### src/rtl/tweak_seq_ctrl.sv
// tweak_seq_ctrl: instruction sequencer for the tozPU core.
// Steps FETCH -> LOAD -> EXEC -> STORE, owns the PC, holds the fetched word and
// emits one-cycle strobes to the register file and ALU.
// Optional feature macro: TWEAK_SEQ_SINGLESTEP_EN adds a `step` input; each step
// rising edge seen in IDLE (with run=1) executes exactly one instruction.

module tweak_seq_ctrl #(
    parameter int unsigned       ADDR_W   = 4,
    parameter logic [ADDR_W-1:0] RESET_PC = '0,
    parameter logic [7:0]        HALT_OP  = 8'h3F
) (
    input  logic              CLK,
    input  logic              NRES,
    input  logic              run,
`ifdef TWEAK_SEQ_SINGLESTEP_EN
    input  logic              step,
`endif
    output logic              rom_rd,
    output logic [ADDR_W-1:0] rom_addr,
    input  logic              rom_ack,
    input  logic [31:0]       rom_data,
    output logic [31:0]       opcode_q,
    output logic              reg_l_trig,
    output logic              alu_latch,
    output logic              reg_s_trig,
    output logic [ADDR_W-1:0] pc,
    output logic              busy,
    output logic              halted,
    output logic [15:0]       retired
);

    typedef enum logic [2:0] {
        StIdle,
        StFetch,
        StLoad,
        StExec,
        StStore,
        StHalt
    } state_e;

    state_e            state_q, state_d;
    logic [ADDR_W-1:0] pc_q, pc_d;
    logic [31:0]       opcode_d;
    logic [15:0]       retired_q, retired_d;

    // Conditions to leave IDLE and the state that follows STORE.
    logic   start_ok;
    state_e store_next;

`ifdef TWEAK_SEQ_SINGLESTEP_EN
    logic step_q;
    logic step_rise;

    // Registered copy of step for rising-edge detection.
    always_ff @(posedge CLK or negedge NRES) begin
        if (!NRES) begin
            step_q <= 1'b0;
        end else begin
            step_q <= step;
        end
    end

    // One instruction per step edge; edges seen outside IDLE are simply lost.
    always_comb begin
        step_rise  = step & ~step_q;
        start_ok   = run & step_rise;
        store_next = StIdle;
    end
`else
    // Free-running mode: run alone gates instruction issue.
    always_comb begin
        start_ok   = run;
        store_next = run ? StFetch : StIdle;
    end
`endif

    // State, PC, instruction word and retire counter registers.
    always_ff @(posedge CLK or negedge NRES) begin
        if (!NRES) begin
            state_q   <= StIdle;
            pc_q      <= RESET_PC;
            opcode_q  <= 32'h0;
            retired_q <= 16'h0;
        end else begin
            state_q   <= state_d;
            pc_q      <= pc_d;
            opcode_q  <= opcode_d;
            retired_q <= retired_d;
        end
    end

    // Next-state logic; rom_data is only captured on the FETCH cycle with ack.
    always_comb begin
        state_d   = state_q;
        pc_d      = pc_q;
        opcode_d  = opcode_q;
        retired_d = retired_q;
        unique case (state_q)
            StIdle: begin
                if (start_ok) begin
                    state_d = StFetch;
                end
            end
            StFetch: begin
                if (rom_ack) begin
                    opcode_d = rom_data;
                    state_d  = (rom_data[31:24] == HALT_OP) ? StHalt : StLoad;
                end
            end
            StLoad: begin
                state_d = StExec;
            end
            StExec: begin
                state_d = StStore;
            end
            StStore: begin
                pc_d      = pc_q + ADDR_W'(1);
                retired_d = retired_q + 16'd1;
                state_d   = store_next;
            end
            StHalt: begin
                state_d = StHalt;
            end
            default: begin
                state_d = StIdle;
            end
        endcase
    end

    // Outputs decoded from the registered state only, so strobes are exclusive.
    always_comb begin
        rom_rd     = 1'b0;
        reg_l_trig = 1'b0;
        alu_latch  = 1'b0;
        reg_s_trig = 1'b0;
        busy       = 1'b0;
        halted     = 1'b0;
        unique case (state_q)
            StFetch: begin
                rom_rd = 1'b1;
                busy   = 1'b1;
            end
            StLoad: begin
                reg_l_trig = 1'b1;
                busy       = 1'b1;
            end
            StExec: begin
                alu_latch = 1'b1;
                busy      = 1'b1;
            end
            StStore: begin
                // Format 00 instructions have no destination operand.
                reg_s_trig = (opcode_q[31:30] != 2'b00);
                busy       = 1'b1;
            end
            StHalt: begin
                halted = 1'b1;
            end
            default: begin
                busy = 1'b0;
            end
        endcase
    end

    assign rom_addr = pc_q;
    assign pc       = pc_q;
    assign retired  = retired_q;

endmodule
### config.mk
export PLATFORM = sky130hd
export DESIGN_NAME = tweak_seq_ctrl
export DESIGN_NICKNAME = d
export VERILOG_FILES = /design/src/rtl/tweak_seq_ctrl.sv
export SDC_FILE = /design/constraint.sdc
export NUM_CORES = 1
export LEC_CHECK = 0
export CAP_MARGIN = 15
export CORE_ASPECT_RATIO = 0.7
export CORE_MARGIN = 2
export CORE_UTILIZATION = 43
export DETAILED_ROUTE_END_ITERATION = 12
export HOLD_SLACK_MARGIN = 0.1
export PLACE_DENSITY = 0.79
export SLEW_MARGIN = 20
export SYNTH_ARGS = -nofsm -noshare
export SYNTH_HDL_FRONTEND = slang
export SYNTH_SLANG_ARGS = --single-unit
### constraint.sdc
create_clock -name CLK -period 1.7 [get_ports CLK]
set_input_delay 0.255 -clock CLK [delete_from_list [all_inputs] [get_ports CLK]]
set_output_delay 0.255 -clock CLK [all_outputs]
set_load 0.005 [all_outputs]
==> results.json <==
{
  "grt_pass1_wl_um": 8549,
  "max_freq_mhz": 616.4,
  "grt_start_max_net_pins": 24,
  "postLayoutCellArea_um2": 3729,
  "viasPerCell": 4.747,
  "irDropWorstVdd_mv": 0.8848,
  "power_density_nw_per_um2": 1611,
  "drt_wl_total_um": 5462,
  "h-tree-depth": 2,
  "grt_pass1_vias": 1698,
  "cts.sinks": 55,
  "grt_usage": 0.1774,
  "slew_violations": 0,
  "min_period_ns": 1.622,
  "fp.dieH_um": 67.52,
  "top_layer": "met4",
  "die-area_um2": 6397,
  "synth_flop_cell": "dfrtp_1",
  "synth_fp_nets": 210,
  "ys_seq_area_frac": 0.5553,
  "layout.nets": 322,
  "antenna_cells": 0,
  "slowest_delay_ns": 0.46,
  "critPathMaxFanout": 6,
  "grt_overflow": 0,
  "grt_antenna_before_repair": 0,
  "fin_ws_ns": 0.07761,
  "power.leakage_nw": 1.668,
  "synth_edf_count": 0,
  "num_vias": 1704,
  "setup_tns_ns": 0,
  "ys_ff_latch": 55,
  "clk_path_buf_depth": 2,
  "drt-wirelength-per-cell_um": 15.21,
  "dp_cells": 346,
  "worstMarginPinSlew_ns": 0.4971,
  "fill_cells": 431,
  "io_buffers": 97,
  "timing.critical_path.slowest_stage_cell": "dfrtp_2",
  "layout-drive-gt1-share": 0.2465,
  "synth_fa_ha_area_frac": 0.01010,
  "required_ns": 1.44,
  "finalCritPeriodShare": 0.9543,
  "final_util": 0.6610,
  "cts_tree": "built",
  "pin_count": 98,
  "clkTransAtPathRegs_ns": 0.09,
  "power_mw": 6.005,
  "critPathKind": "reg -> out",
  "synth_mux_area_frac": 0.2039,
  "placed_area_um2": 3555,
  "drc_errors": 0,
  "met2_wirelength_um": 2427,
  "outcome": "finished clean",
  "synth.avg_cell_area_um2": 14.41,
  "yosys_warnings": 0,
  "root_buffer": "clkbuf_8",
  "rows": 23,
  "met1Wirelength_um": 2638,
  "place_congestion": 0.8352,
  "async_reset_ff_frac": 1.000,
  "max_cap_violations": 0,
  "fin_skew_ns": 0.007257,
  "synthCells": 172,
  "ant_nets": 0,
  "coreArea_um2": 5640,
  "cp-start-kind": "flip-flop",
  "crit_arrival_ns": 1.37,
  "dp_hpwl_um": 4071,
  "slew_headroom": 0.6686,
  "area_growth_pct": 50.43,
  "synth_top_family_by_area": "multiplexers",
  "drt-initial-drc-count": 50,
  "die_x_um": 94.75,
  "cts_inserted_buffers": 5,
  "synth_compound_area_frac": 0.01464,
  "synth_area_um2": 2479,
  "setup_violations": 0,
  "end_kind": "output pin",
  "synth_cell_types": 28,
  "fin_cells": 359,
  "clk_latency_ns": 0.30,
  "yosys.area_share.simple": 0.1025,
  "min_path_type": "in -> async",
  "drt_pass1_iterations": 4,
  "hold_slack_ns": 0.4496,
  "synthXorXnorAreaFrac": 0.06714,
  "pre_cts_ws_ns": -0.1195,
  "start_util": 0.4394,
  "dr_wl_met3_um": 347,
  "crit_chain": "buf_4, nor3b_2, dlygate4sd2_1",
  "hold_violations": 0
}
-- placed cells by master, fill, tap and decap left out, types with 3 or more instances in the layout --
| cell type | instances |
|---|---|
| buf_4 | 17 |
| clkbuf_8 | 5 |
| clkdlybuf4s50_1 | 90 |
| dfrtp_1 | 52 |
| dfrtp_2 | 3 |
| dlygate4sd2_1 | 4 |
| mux2_2 | 4 |
| mux2_4 | 30 |
| nand2_1 | 12 |
| nand4_1 | 9 |
| nor2_1 | 4 |
| xnor2_1 | 12 |
| xor2_1 | 7 |
-- repair_timing --
action | CTS | global route
resized for setup | 11 | 6
hold buffers | 1 | 0
buffers inserted | 2 | 3
setup endpoints to repair | 6 | 4
hold endpoints to repair | 20 | 0
-- report_power, final --
group          internal (mW)  switching (mW)
Sequential              1.84           0.414
Clock                  0.432           0.386
Combinational           2.08           0.856
-- path summary, 6_finish.rpt --
kind / to / slack (ns) / start / depth (start not counted)
max: reg_l_trig / 0.08 / state_q[0] / 3
min: retired[15] / 0.45 / NRES / 2
max reg2reg: opcode_q[4] / 0.11 / state_q[0] / 5
min reg2reg: retired[15] / 0.48 / retired[15] / 1
max in group asynchronous: opcode_q[13] / 0.58 / NRES / 3
min in group CLK: retired[15] / 0.48 / retired[15] / 1
-- registers in the layout, summed over array words and instances (netlist names) --
register and flops:
opcode_q 32, pc 4, retired 16, state_q 3
-- cell type report --
type	count	area (µm²)	share of cell area
clock buffers	6	72.57	0.01946
well taps	75	93.84	0.02517
flip-flops and latches	55	1380	0.3701
multi-input cells	105	1016	0.2725
repair buffers	117	1136	0.3047
clock inverters	1	30.03	0.008054
-- worst max-delay path, delay by kind of cell (launching register included) --
family	cells	cell delay (ns)
simple gates	1	0.19
buf+inv	2	0.42
flops	1	0.46
-- kinds of logic (layout without fill, tap and decap cells) --
| kind of cell | Yosys count | in the layout |
|---|---|---|
| DFF | 55 | 55 |
| and+or+nand+nor | 44 | 44 |
| muxes | 35 | 35 |
| xor gates and xnor gates | 19 | 19 |
| buffers and inverters | 12 | 124 |
| AOI/OAI and AO/OA | 5 | 5 |
| adders and majority gates | 2 | 2 |
-- synth_stat cells (3+ instances only) --
master / instances / area share
mux2_2: 4 / 0.018
dfrtp_1: 55 / 0.56
buf_8: 3 / 0.018
mux2_4: 30 / 0.18
nand4_1: 9 / 0.023
nand2_1: 12 / 0.018
and3b_1: 3 / 0.011
xor2_1: 7 / 0.025
nor2_1: 6 / 0.0091
xnor2_1: 12 / 0.042
buf_4: 5 / 0.015
-- metal layers --
metal / up-vias / global-route usage
li1: 823 / -
met1: 818 / 0.2504
met2: 58 / 0.2784
met3: 5 / 0.04018
met4: 0 / 0.04891
met5: - / 0
No activity file was read; power rests on OpenSTA's default activity.
